**src/rtl/jt51_so.sv**
```systemverilog
// jt51_so: serial sound-output transmitter for a YM3012-style DAC.
// Converts signed 16-bit stereo samples to a 3-bit exponent / 10-bit mantissa
// word and shifts each 32-slot frame out LSB-first, with per-channel latch
// strobes. Left word occupies slots 0-15, right word slots 16-31.
// Optional feature: define JT51_SO_ROUND_EN to round the mantissa
// (saturating) instead of truncating it.
module jt51_so (
    input  logic        rst,
    input  logic        clk,
    input  logic        cen,
    input  logic        load,
    input  logic [15:0] left,
    input  logic [15:0] right,
    output logic        so,
    output logic        sh1,
    output logic        sh2,
    output logic        ovf,
    output logic        unf,
    output logic        busy
);

    // Linear sample to 16-bit serial word: [2:0]=0, [12:3]=mantissa, [15:13]=exponent
    function automatic logic [15:0] enc(input logic [15:0] lin);
        logic [2:0]         e;
        logic [9:0]         man;
        logic signed [15:0] t;
        e = 3'd7;
        // pick the smallest exponent whose upper bits are pure sign extension
        for (int k = 7; k >= 1; k--) begin
            t = $signed(lin) >>> (k + 8);
            if (t == 16'sd0 || t == -16'sd1) e = 3'(k);
        end
        man = 10'(lin >> (e - 3'd1));
`ifdef JT51_SO_ROUND_EN
        // only +511 can overflow when adding one; negative values never wrap
        if (e >= 3'd2 && lin[{1'b0, e} - 4'd2] && man != 10'h1FF)
            man = man + 10'd1;
`endif
        enc = {e, man, 3'b000};
    endfunction

    logic [31:0] new_word;
    logic [31:0] hold;
    logic [31:0] sr;
    logic [4:0]  slot;
    logic        run;
    logic        pending;

    assign new_word = {enc(right), enc(left)};
    assign busy     = run;

    // Frame sequencer: slot counter, double buffer and rotating shift register.
    // The shift register rotates, so after 32 ticks it holds the same frame
    // again, which is what gets retransmitted on underrun.
    always_ff @(posedge clk or posedge rst) begin
        if (rst) begin
            run     <= 1'b0;
            slot    <= 5'd0;
            pending <= 1'b0;
            hold    <= 32'd0;
            sr      <= 32'd0;
            so      <= 1'b0;
            sh1     <= 1'b0;
            sh2     <= 1'b0;
            ovf     <= 1'b0;
            unf     <= 1'b0;
        end else if (cen) begin
            ovf <= 1'b0;
            unf <= 1'b0;
            if (!run) begin
                if (load) begin
                    run  <= 1'b1;
                    sr   <= new_word;
                    hold <= new_word;
                    slot <= 5'd0;
                end
            end else begin
                so   <= sr[0];
                sh1  <= slot[4:2] == 3'b011;
                sh2  <= slot[4:2] == 3'b111;
                slot <= slot + 5'd1;
                if (slot == 5'd31) begin
                    if (load) begin
                        sr      <= new_word;
                        hold    <= new_word;
                        pending <= 1'b0;
                    end else if (pending) begin
                        sr      <= hold;
                        pending <= 1'b0;
                    end else begin
                        sr  <= {sr[0], sr[31:1]};
                        unf <= 1'b1;
                    end
                end else begin
                    sr <= {sr[0], sr[31:1]};
                    if (load) begin
                        hold    <= new_word;
                        pending <= 1'b1;
                        ovf     <= pending;
                    end
                end
            end
        end
    end

endmodule

```
**config.mk**
```make
export PLATFORM = sky130hd
export DESIGN_NAME = jt51_so
export DESIGN_NICKNAME = d
export VERILOG_FILES = /design/src/rtl/jt51_so.sv
export SDC_FILE = /design/constraint.sdc
export NUM_CORES = 1
export LEC_CHECK = 0
export CAP_MARGIN = 5
export CORE_MARGIN = 2
export CORE_UTILIZATION = 65
export CTS_BUF_LIST = sky130_fd_sc_hd__clkbuf_4 sky130_fd_sc_hd__clkbuf_8
export DETAILED_ROUTE_END_ITERATION = 10
export GPL_TIMING_DRIVEN = 0
export PLACE_DENSITY = 0.95
export SLEW_MARGIN = 20
export SYNTH_ARGS = -nofsm -noshare
export SYNTH_HDL_FRONTEND = slang
export SYNTH_SLANG_ARGS = --single-unit
```
**constraint.sdc**
```tcl
create_clock -name clk -period 7.3 [get_ports clk]
set_clock_uncertainty 0.15 [all_clocks]
set_input_delay 1.825 -clock clk [delete_from_list [all_inputs] [get_ports clk]]
set_output_delay 1.825 -clock clk [all_outputs]
set_load 0.05 [all_outputs]
```
==> impl_metrics.py <==
metrics = {
    "global_route": {
        "grt_pass1_wl_um": 26400,
        "grt_usage_pct": 39.3,
        "use_met1_pct": 51.5,
        "gr-usage-met2_pct": 62.4,
        "gr-total-overflow": 0,
        "grt_use_met3_pct": 9.02,
        "antenna_found_initial": 0,
        "gr-max-usage-layer": "met2",
        "grt_pass1_vias": 5122,
        "grt_start_max_net_pins": 56,
    },
    "logic_synthesis": {
        "synthTopCellsByArea": "dfrtp_1 34%, mux2i_1 7.5%, mux4_2 6.0%, o21ai_0 4.8%, nand2_1 4.5%",
        "netlist.area_leader.share_pct": 33.6,
        "ys_types": 69,
        "ys_warn_count": 0,
        "postSynthRegisterBits": 70,
        "synth_top_family_by_area": "compound AO/OA/AOI/OAI gates",
        "synth_flop_cell": "dfrtp_1",
        "async_reset_ff_share_pct": 100,
        "synth_cells": 591,
        "synth_top_cell_by_area": "dfrtp_1",
        "avgSynthCellArea_um2": 8.83,
        "synth_edf_count": 0,
        "yosysSeqAreaShare_pct": 33.6,
        "syn_area_um2": 5220,
        "synthMuxAreaShare_pct": 16.3,
        "synth_compound_area_share_pct": 27.1,
        "synth_adder_area_share_pct": 1.92,
        "syn_nets": 635,
        "synth-simple-area-share_pct": 13.7,
        "synth_xor_area_share_pct": 1.22,
    },
    "run_status": {
        "outcome": "finished, final reports clean",
    },
    "place": {
        "dp_hpwl_um": 11600,
        "pre_cts_slack_ns": 0.292,
        "port_buffers": 37,
        "place.gp.congestion": 0.970,
    },
    "timing": {
        "final-setup-viol-count": 0,
        "period_needed_ns": 6.71,
        "rsz0062_at_grt": "false",
        "fmax_mhz": 149,
        "hold_viol_final": 0,
        "slew_violations": 0,
        "tns_ns": 0,
        "worstMarginPinSlew_ns": 0.738,
        "hold_ws_ns": 0.332,
        "slew-limit-headroom_pct": 50.8,
        "timing.final.crit_share_pct": 91.9,
        "setup_ws_ns": 0.592,
    },
    "floorplanning": {
        "start_util_pct": 67.2,
        "die_area_um2": 8760,
        "ios": 42,
        "row_count": 32,
        "die_h_um": 93.6,
        "die_w_um": 93.6,
        "core_um2": 7770,
    },
    "power": {
        "leakagePower_nw": 2.48,
        "power.total_mw": 1.64,
        "p_per_area_nw_per_um2": 276,
        "ir_drop_uv": 124,
    },
    "cells_and_area": {
        "drive_gt1_share_pct": 10.5,
        "utilization_pct": 76.3,
        "antenna_cells": 0,
        "nNetsFinal": 684,
        "area_growth_pct": 13.6,
    },
    "job": {
        "drv_cap": 0,
    },
    "clock_network": {
        "numCtsBuffers": 9,
        "clk_path_buf_depth": 2,
        "path_clk_slew_ns": 0.07,
        "insertion_delay_ns": 0.36,
        "cts_tree": "yes",
        "cts_sinks": 70,
        "postCtsSetupBuffers": 0,
        "h-tree-depth": 3,
        "cts_root_buf": "clkbuf_8",
        "cts-resized-gates": 0,
        "ctsHoldBuffers": 0,
    },
    "worst_setup_path": {
        "end_kind": "flop",
        "cp_num_buf_inv": 7,
        "worst-setup-path-type": "in2reg",
        "rrSetupSlack_ns": 4.45,
        "cp_data_arrival_time_ns": 6.79,
        "crit_path_top_delay_cell": "a21boi_0",
        "max_stage_delay_ns": 0.60,
        "worstSetupStartpointType": "input port",
        "cp.required_ns": 7.39,
        "cpLargestDelayFamily": "buffers and inverters",
        "worst-path-max-fanout": 10,
        "cp_cell_sequence": "clkdlybuf4s50_1, inv_1, ha_1, inv_1, o41ai_1, o21ai_0, a21boi_0, buf_4, buf_2, ha_1, buf_1, clkbuf_1, mux4_2, nand2_1, o21ai_0, a221o_1",
        "critPathLaunch": "right[15]",
        "reg2reg_from": "slot[0]",
    },
    "detailed_routing": {
        "wl_per_cell_um": 22.5,
        "ant_nets": 0,
        "viasPerCell": 7.35,
        "drtIter0Drc": 833,
        "drc": 0,
        "drt-pass1-iter-count": 6,
        "wl_um": 16800,
        "num_vias": 5493,
    },
    "hold_path": {
        "min-delay-start": "hold[12]",
        "hold_path.class": "reg2reg",
    },
}
==> cells in the mapped netlist, drive strengths merged (8+ instances only) <==
library cell / count
mux4: 14
nor3: 12
mux2i: 39
a22o: 8
a22oi: 13
inv: 30
mux2: 13
clkbuf: 36
a31oi: 18
o21ai: 53
nor2: 40
buf: 13
a21oi: 42
o22ai: 23
nand2: 63
dfrtp: 70
ha: 8
==> power breakdown <==
group / switching, mW / internal, mW / leakage, nW
Sequential: 0.119 / 0.517 / 0.831
Clock: 0.160 / 0.134 / 0.0930
Combinational: 0.406 / 0.303 / 1.56
Total: 0.685 / 0.954 / 2.48
==> metal layers <==
metal	up-vias	wire length, um
met4	0	760
met2	491	7660
met3	101	2130
met5	-	0
met1	2578	6240
li1	2323	-
==> cell type report <==
cell class / instances / area, um^2
flip-flops and latches: 70 / 1750
inverters: 32 / 123
fillers: 574 / 1840
multi-input cells: 440 / 3140
repair buffers: 38 / 398
clock buffers: 10 / 138
plain buffers: 49 / 205
clock inverters: 6 / 43.8
well taps: 102 / 128
==> through the flow <==
stage	instances	cell area, um^2
3_5_place_dp	731	5750
2_1_floorplan	591	5220
6_report	747	5930
3_3_place_gp	730	5720
5_1_grt	747	5930
4_1_cts	747	5930
==> cells by family (layout without fill, tap and decap cells) <==
kind of cell,after synthesis,count (layout)
muxes,66,66
DFF,70,70
buffers and inverters,81,135
and+or+nand+nor,154,154
AOI/OAI and AO/OA,209,209
xor gates and xnor gates,3,3
adders and majority gates,8,8
==> cells in the final DEF (no fill, tap or decap), types with 4 or more instances in the layout <==
cell type	n
dfrtp_1	70
nand2_1	63
o21ai_0	50
a21oi_1	41
nor2_1	39
mux2i_1	39
clkdlybuf4s50_1	37
clkbuf_1	36
inv_1	28
o22ai_1	22
a31oi_1	18
mux4_2	14
a22oi_1	13
mux2_2	13
nor3_1	12
clkbuf_8	10
a22o_1	8
ha_1	8
nand2b_1	6
and3_1	6
nand3_1	6
buf_2	5
buf_1	5
a21o_1	4
a32oi_1	4
nor2b_1	4
a221oi_1	4
a211oi_1	4
a222oi_1	4
==> worst register-to-register path, cell delays in order, from the launching register on <==
cell and delay (ns):
dfrtp_1 0.41, ha_1 0.21, and3_1 0.17, ha_1 0.22
clkbuf_1 0.42, clkbuf_1 0.56, o22ai_1 0.19, a31oi_1 0.18
o22ai_1 0.10, a21oi_1 0.17
==> final timing paths <==
kind,end,cells past startpoint
worst max-delay path,sr[28],16
worst min-delay path,hold[12],1
worst max register to register,sr[13],9
worst min register to register,hold[12],1
max in group asynchronous,hold[28],3
min in group asynchronous,hold[3],2
==> sequential cells by signal (all words and copies together) (netlist names) <==
| name | cells |
|---|---|
| unf | 1 |
| hold | 26 |
| sh1 | 1 |
| sr | 32 |
| slot | 5 |
| pending | 1 |
| sh2 | 1 |
| busy | 1 |
| so | 1 |
| ovf | 1 |
Note: power is estimated with default switching activity, not from simulation.
